File: config.mk
export PLATFORM = sky130hd
export DESIGN_NAME = sli_reset_sequencer
export DESIGN_NICKNAME = d
export VERILOG_FILES = /design/src/rtl/sli_reset_sequencer.sv
export SDC_FILE = /design/constraint.sdc
export NUM_CORES = 1
export LEC_CHECK = 0
export ABC_AREA = 1
export BUFFER_PORTS_ARGS = -buffer_cell sky130_fd_sc_hd__buf_4
export CORE_AREA = 8 8 63 65
export DETAILED_ROUTE_END_ITERATION = 10
export DIE_AREA = 0 0 71 73
export PLACE_DENSITY = 0.82
export RECOVER_POWER = 50
export SETUP_SLACK_MARGIN = 0.05
export SLEW_MARGIN = 20
export SYNTH_ARGS = -nofsm -noshare
export SYNTH_HDL_FRONTEND = slang
export SYNTH_SLANG_ARGS = --single-unit
export TNS_END_PERCENT = 10
File: constraint.sdc
create_clock -name clk -period 2.1 [get_ports clk]
set_input_delay 0.105 -clock clk [delete_from_list [all_inputs] [get_ports clk]]
set_output_delay 0.105 -clock clk [all_outputs]
set_load 0.005 [all_outputs]
File: src/rtl/sli_reset_sequencer.sv
// Sequenced active-low reset generator for the SLI clock/reset interface:
// synchronized release, clock-enable pre-roll and sw reset req/ack with counter.
module sli_reset_sequencer #(
    parameter int SYNC_STAGES    = 2,
    parameter int HOLD_CYCLES    = 16,
    parameter int PRE_CLK_CYCLES = 4,
    parameter int HOLD_W         = 8
) (
    input  logic              clk,
    input  logic              reset,
    input  logic              sw_rst_req,
    input  logic [HOLD_W-1:0] sw_rst_len,
    output logic              nreset_out,
    output logic              clk_en,
    output logic              sw_rst_ack,
    output logic [7:0]        rst_count,
    output logic [1:0]        state_o
);

    typedef enum logic [1:0] {
        SYNC  = 2'd0,
        HOLD  = 2'd1,
        CLKON = 2'd2,
        RUN   = 2'd3
    } state_t;

    localparam logic [HOLD_W-1:0] HOLD_INIT = HOLD_W'(HOLD_CYCLES - 1);
    localparam logic [HOLD_W-1:0] PRE_INIT  = HOLD_W'(PRE_CLK_CYCLES - 1);

    state_t                 state_q, state_d;
    logic [SYNC_STAGES-1:0] sync_q, sync_d;
    logic [HOLD_W-1:0]      cnt_q, cnt_d;
    logic                   nreset_q, nreset_d;
    logic                   clk_en_q, clk_en_d;
    logic                   ack_q, ack_d;
    logic                   sw_active_q, sw_active_d;
    logic [7:0]             count_q, count_d;

    always_comb begin
        sync_d      = {sync_q[SYNC_STAGES-2:0], 1'b1};
        state_d     = state_q;
        cnt_d       = cnt_q;
        sw_active_d = sw_active_q;
        count_d     = count_q;
        ack_d       = 1'b0;
        unique case (state_q)
            SYNC: begin
                if (sync_q[SYNC_STAGES-1]) begin
                    state_d = HOLD;
                    cnt_d   = HOLD_INIT;
                end
            end
            HOLD: begin
                if (cnt_q == '0) begin
                    state_d = CLKON;
                    cnt_d   = PRE_INIT;
                end else begin
                    cnt_d = cnt_q - HOLD_W'(1);
                end
            end
            CLKON: begin
                if (cnt_q == '0) begin
                    state_d = RUN;
                    // Only a software-initiated sequence is acknowledged
                    if (sw_active_q) begin
                        ack_d       = 1'b1;
                        sw_active_d = 1'b0;
                        if (count_q != 8'hFF) begin
                            count_d = count_q + 8'd1;
                        end
                    end
                end else begin
                    cnt_d = cnt_q - HOLD_W'(1);
                end
            end
            RUN: begin
                if (sw_rst_req && !ack_q) begin
                    state_d     = HOLD;
                    sw_active_d = 1'b1;
                    cnt_d       = (sw_rst_len == '0) ? HOLD_INIT
                                                     : sw_rst_len - HOLD_W'(1);
                end
            end
            default: state_d = SYNC;
        endcase
        nreset_d = (state_d == RUN);
        clk_en_d = (state_d == CLKON) || (state_d == RUN);
    end

    always_ff @(posedge clk or posedge reset) begin
        if (reset) begin
            state_q     <= SYNC;
            sync_q      <= '0;
            cnt_q       <= '0;
            nreset_q    <= 1'b0;
            clk_en_q    <= 1'b0;
            ack_q       <= 1'b0;
            sw_active_q <= 1'b0;
            count_q     <= 8'd0;
        end else begin
            state_q     <= state_d;
            sync_q      <= sync_d;
            cnt_q       <= cnt_d;
            nreset_q    <= nreset_d;
            clk_en_q    <= clk_en_d;
            ack_q       <= ack_d;
            sw_active_q <= sw_active_d;
            count_q     <= count_d;
        end
    end

    assign nreset_out = nreset_q;
    assign clk_en     = clk_en_q;
    assign sw_rst_ack = ack_q;
    assign rst_count  = count_q;
    assign state_o    = state_q;

endmodule

=== Word-level counts from Yosys, hierarchy flattened ===
Index checks and enable logic that the tools add are counted.

* Equal/unequal tests: 10
* Reduce and logical (&&, ||, !) cells: 10
* Multiplexer cells: 17
* $add $sub $neg: 3

{| class="wikitable"
|+ Operators by type and width
! kind !! count
|-
| 8-bit 2-to-1 mux || 5
|-
| 8-bit case mux with 4 select lines || 1
|-
| 8-bit logical NOT || 2
|-
| 8-bit by 1-bit subtractor with 8-bit output, second input constant || 2
|-
| 8-bit by 1-bit adder with 8-bit output, second input constant || 1
|-
| 2-bit == test, second input constant || 4
|-
| 2-bit 2-to-1 mux || 4
|-
| 2-bit inequality test, second input constant || 4
|-
| 8-bit inequality test, second input constant || 1
|-
| 2-bit case mux with 4 select lines || 1
|-
| 3-bit AND reduction || 2
|-
| 1-bit 2-to-1 mux || 5
|-
| 4-bit AND reduction || 1
|-
| 2-bit by 1-bit == test with 1-bit output, second input constant || 1
|-
| 2-bit logical NOT || 1
|-
| 1-bit case mux with 2 select lines || 1
|-
| 2-bit nonzero test || 1
|-
| 1-bit logical AND || 1
|-
| 1-bit logical NOT || 1
|-
| 1-bit logical OR || 1
|}

* Output and inout port bits: 13
* Word-level logic and storage cells: 48
* Register bits after elaboration: 24
* Input bits: 11

=== Logic depth before layout (Yosys ltp) ===
* Depth after elaboration: 6
* Gate-level depth with buffers: 10
* Mapped depth without buffers: 10

=== Worst setup path after synthesis ===
OpenSTA, ideal clock, no wires.

* Kind: register -> register
* From: reg cnt_q[0]
* To: reg count_q[7], in the netlist rst_count[7]
* Path slack: 637 ps
* Required time: 2026 ps
* Arrival time: 1389 ps
* Buffers on the path: 1
* Cell stages (with the launch flop): 9
* Setup time: 74 ps
* Clock period less this slack: 1463 ps
* Cell sequence: dfrtp_1 > inv_1 > ha_1 > nor3b_2 > nand4_2 > nor2_2 > buf_6 > nand2_1 > o21ai_2

* Longest elaborated chain between the ends: 2

{| class="wikitable"
|+ RTL lines
! what !! RTL line !! RTL
|-
| start, declared || 32 || <nowiki>logic [HOLD_W-1:0] cnt_q, cnt_d;</nowiki>
|-
| start signal, assigned || 103 || <nowiki>cnt_q <= cnt_d;</nowiki>
|-
| 8-bit logical NOT || 62 || <nowiki>if (cnt_q == '0) begin</nowiki>
|-
| 4-bit AND reduction (no source line) || -- ||
|-
| end signal, assigned || 108 || <nowiki>count_q <= count_d;</nowiki>
|-
| end, declared || 37 || <nowiki>logic [7:0] count_q, count_d;</nowiki>
|}

No other way between the ends.
A chain may end at the register's enable or synchronous reset.

=== Final worst setup path ===
Ends and elaborated chain as after synthesis.

==> impl_metrics.env <==
export IMPL_status="finished clean"
export IMPL_syn_inst=220
export IMPL_yosys_warnings=0
export IMPL_crit_arrival_ns=2.03
export IMPL_critPathMaxStageDelay_ns=0.41
export IMPL_start_util_pct=54.5
export IMPL_cts_setup_buffers=0
export IMPL_hp_start="sw_rst_len[0]"
export IMPL_cap_viol_max_count=0
export IMPL_tns_ns=0
export IMPL_dieArea_um2=5180
export IMPL_wl_met3_um=142
export IMPL_hold_viol_final=0
export IMPL_viasPerCell=5.15
export IMPL_wl_per_cell_um=11.7
export IMPL_grt_max_degree=25
export IMPL_n_antenna_cell=0
export IMPL_cts_buffer_depth=2
export IMPL_fin_skew_ns=0.00676
export IMPL_drive_above_1_share_pct=21.3
export IMPL_root_buffer="clkbuf_4"
export IMPL_rsz0062_at_grt="false"
export IMPL_cellPowerDensity_nw_per_um2=1090
export IMPL_crit_path_cell_trace="inv_1 > ha_1 > nor3b_2 > nand4_2 > nor2_2 > buf_4 > nand2_1 > o21ai_2"
export IMPL_rrSetupSlack_ns=0.32
export IMPL_htreeDepth=1
export IMPL_grt_overflow_total=0
export IMPL_synthesis_nets=236
export IMPL_clock_latency_ns=0.31
export IMPL_top_layer="met4"
export IMPL_required_ns=2.35
export IMPL_reg2regPathDepth=8
export IMPL_nets=266
export IMPL_fillers=268
export IMPL_ant_nets=0
export IMPL_grt_pass1_wl_mm=5.91
export IMPL_gp_congestion=0.848
export IMPL_cts_tree="yes"
export IMPL_path_max_fanout=7
export IMPL_dr_pass1_iters=4
export IMPL_hp_class="input pin to flop"
export IMPL_wl_met2_mm=1.58
export IMPL_p_int_mw=1.10
export IMPL_cts_buffers=3
export IMPL_cts_hold_buf=1
export IMPL_wl_met1_mm=1.53
export IMPL_ys_types=27
export IMPL_ys_seq_elements=24
export IMPL_syn_area_um2=1610
export IMPL_ios=24
export IMPL_p_clk_share_pct=11.9
export IMPL_area_delta_synth_final_pct=15.9
export IMPL_tightest_slew_ns=1.26
export IMPL_p_leak_nw=0.983
export IMPL_comb_power_share_pct=52.1
export IMPL_swShare_pct=45.8
export IMPL_syn_area_per_cell_um2=7.32
export IMPL_slew_headroom_pct=15.7
export IMPL_hold_path_depth=4
export IMPL_antenna_found_initial=0
export IMPL_hpwl_mm=2.66
export IMPL_io_buffers=23
export IMPL_r2r_start="cnt_q[0]$_DFFE_PP0P_"
export IMPL_drt_initial_drc_count=95
export IMPL_yosysSeqAreaShare_pct=37.3
export IMPL_post_route_drc_count=0
export IMPL_grt_usage_pct=13.9
export IMPL_p_switching_mw=0.928
export IMPL_peakVddDrop_mv=0.624
export IMPL_vias=1452
export IMPL_finalPower_mw=2.03
export IMPL_worstHoldEndpoint="cnt_q[0]$_DFFE_PP0P_"
export IMPL_fmax_mhz=563
export IMPL_wl_mm=3.30
export IMPL_cts_resized_gates=0
export IMPL_setup_viol_count_final=0
export IMPL_cp_end_kind="flop"
export IMPL_sequentialPowerShare_pct=36.0
export IMPL_clk_pin_slew_ns=0.13
export IMPL_path_class="flop to flop"
export IMPL_slowest_stage="dfrtp_1"
export IMPL_startpoint_type="flop"
export IMPL_die_x_um=71
export IMPL_fp_dieH_um=73
export IMPL_fp_row_count=20
export IMPL_clock_sinks=24
export IMPL_r2r_end="rst_count[7]$_DFFE_PP0P_"
export IMPL_min_period_over_period_pct=84.6
export IMPL_period_needed_ns=1.78
export IMPL_core_um2=2950
export IMPL_slew_viol_final=0
export IMPL_first_global_vias=1417
critical path: cells and delay by family (launching register included):
kind,cells,cell delay (ns)
simple gates,4,0.69
buf+inv,2,0.34
flops,1,0.41
fa+ha+maj,1,0.22
compound gates,1,0.05
power groups by stage:
stage               registers [mW]  logic [mW]  clock network [mW]
global placement             0.739        1.03                   0
finish                       0.730        1.06               0.241
CTS                          0.731        1.06               0.253
detailed placement           0.741        1.05                   0
global route                 0.751        1.20               0.267
floorplan                    0.721       0.789                   0
flip-flops by register name, indices dropped and copies added, names as in the netlist:
| name | count |
|---|---|
| cnt_q | 8 |
| rst_count | 8 |
| state_o | 2 |
| sync_q | 2 |
| clk_en | 1 |
| nreset_out | 1 |
| sw_active_q | 1 |
| sw_rst_ack | 1 |
metrics by stage:
stage	worst slack, ns	cell area, µm²	utilization [%]	std cells	hold slack (ns)
2_1_floorplan	0.637	1610	-	220	0.120
3_3_place_gp	0.454	1830	61.9	277	0.173
3_5_place_dp	0.366	1830	61.9	277	0.174
4_1_cts	0.316	1870	63.5	282	0.0713
5_1_grt	0.149	1870	63.2	282	0.115
6_report	0.324	1870	63.2	282	0.0813
synthesized netlist by cell type (all sizes together):
cell     n  area [µm²]
nand2   69         277
nor2    31         151
inv     29         111
dfrtp   24         601
o21ai   18         113
nand3   16        80.1
xor2     8        70.1
ha       5        62.6
nor3     4        20.0
xnor2    4        35.0
nand4    3        25.0
a21oi    2        10.0
and3     2        12.5
buf      1        11.3
conb     1        3.75
nor3b    1        12.5
o211ai   1        7.51
o21bai   1        7.51
cell type report:
class / count / area (µm²) / area share [%]
Clock buffer: 4 / 36.3 / 1.94
Multi-Input combinational cell: 166 / 887 / 47.5
Tap cell: 33 / 41.3 / 2.21
Timing Repair Buffer: 26 / 190 / 10.2
Sequential cell: 24 / 601 / 32.2
Inverter: 29 / 111 / 5.97
worst max path at each step:
stage	start	endpoint	slack, ns	cells after the start
global route	cnt_q[0]$_DFFE_PP0P_	rst_count[5]$_DFFE_PP0P_	0.15	8
global placement	cnt_q[0]$_DFFE_PP0P_	rst_count[7]$_DFFE_PP0P_	0.45	8
floorplan	cnt_q[0]$_DFFE_PP0P_	rst_count[7]$_DFFE_PP0P_	0.64	8
CTS	cnt_q[0]$_DFFE_PP0P_	rst_count[7]$_DFFE_PP0P_	0.32	8
detailed placement	cnt_q[0]$_DFFE_PP0P_	rst_count[7]$_DFFE_PP0P_	0.37	8
finish	cnt_q[0]$_DFFE_PP0P_	rst_count[7]$_DFFE_PP0P_	0.32	8
metal layers:
layer	global-route usage, %	up-vias
li1	-	749
met1	17.0	667
met2	23.1	30
met3	3.02	6
met4	5.77	0
met5	0	-
cells by family (layout without fill, tap and decap cells):
| group | count (synthesis) | count (layout) | synth area share, % |
|---|---|---|---|
| xor+xnor | 12 | 12 | 6.53 |
| other cells | 1 | 1 | 0.233 |
| simple gates | 126 | 126 | 35.9 |
| flops | 24 | 24 | 37.3 |
| fa+ha+maj | 5 | 5 | 3.89 |
| buf+inv | 30 | 59 | 7.61 |
| compound gates | 22 | 22 | 8.55 |
placed cells by master (no fill, tap or decap), drive strengths merged:
| cell | Yosys | layout |
|---|---|---|
| inv | 29 | 29 |
| nand2 | 69 | 69 |
| xor2 | 8 | 8 |
| nor3 | 4 | 4 |
| clkbuf | 0 | 11 |
| xnor2 | 4 | 4 |
| a21oi | 2 | 2 |
| o21ai | 18 | 18 |
| ha | 5 | 5 |
| dfrtp | 24 | 24 |
| buf | 1 | 18 |
| nand3 | 16 | 16 |
| o21bai | 1 | 1 |
| o211ai | 1 | 1 |
| and3 | 2 | 2 |
| nand4 | 3 | 3 |
| conb | 1 | 1 |
| nor2 | 31 | 31 |
| nor3b | 1 | 1 |
| dlygate4sd3 | 0 | 1 |
Power figures use the tool's default switching activity.
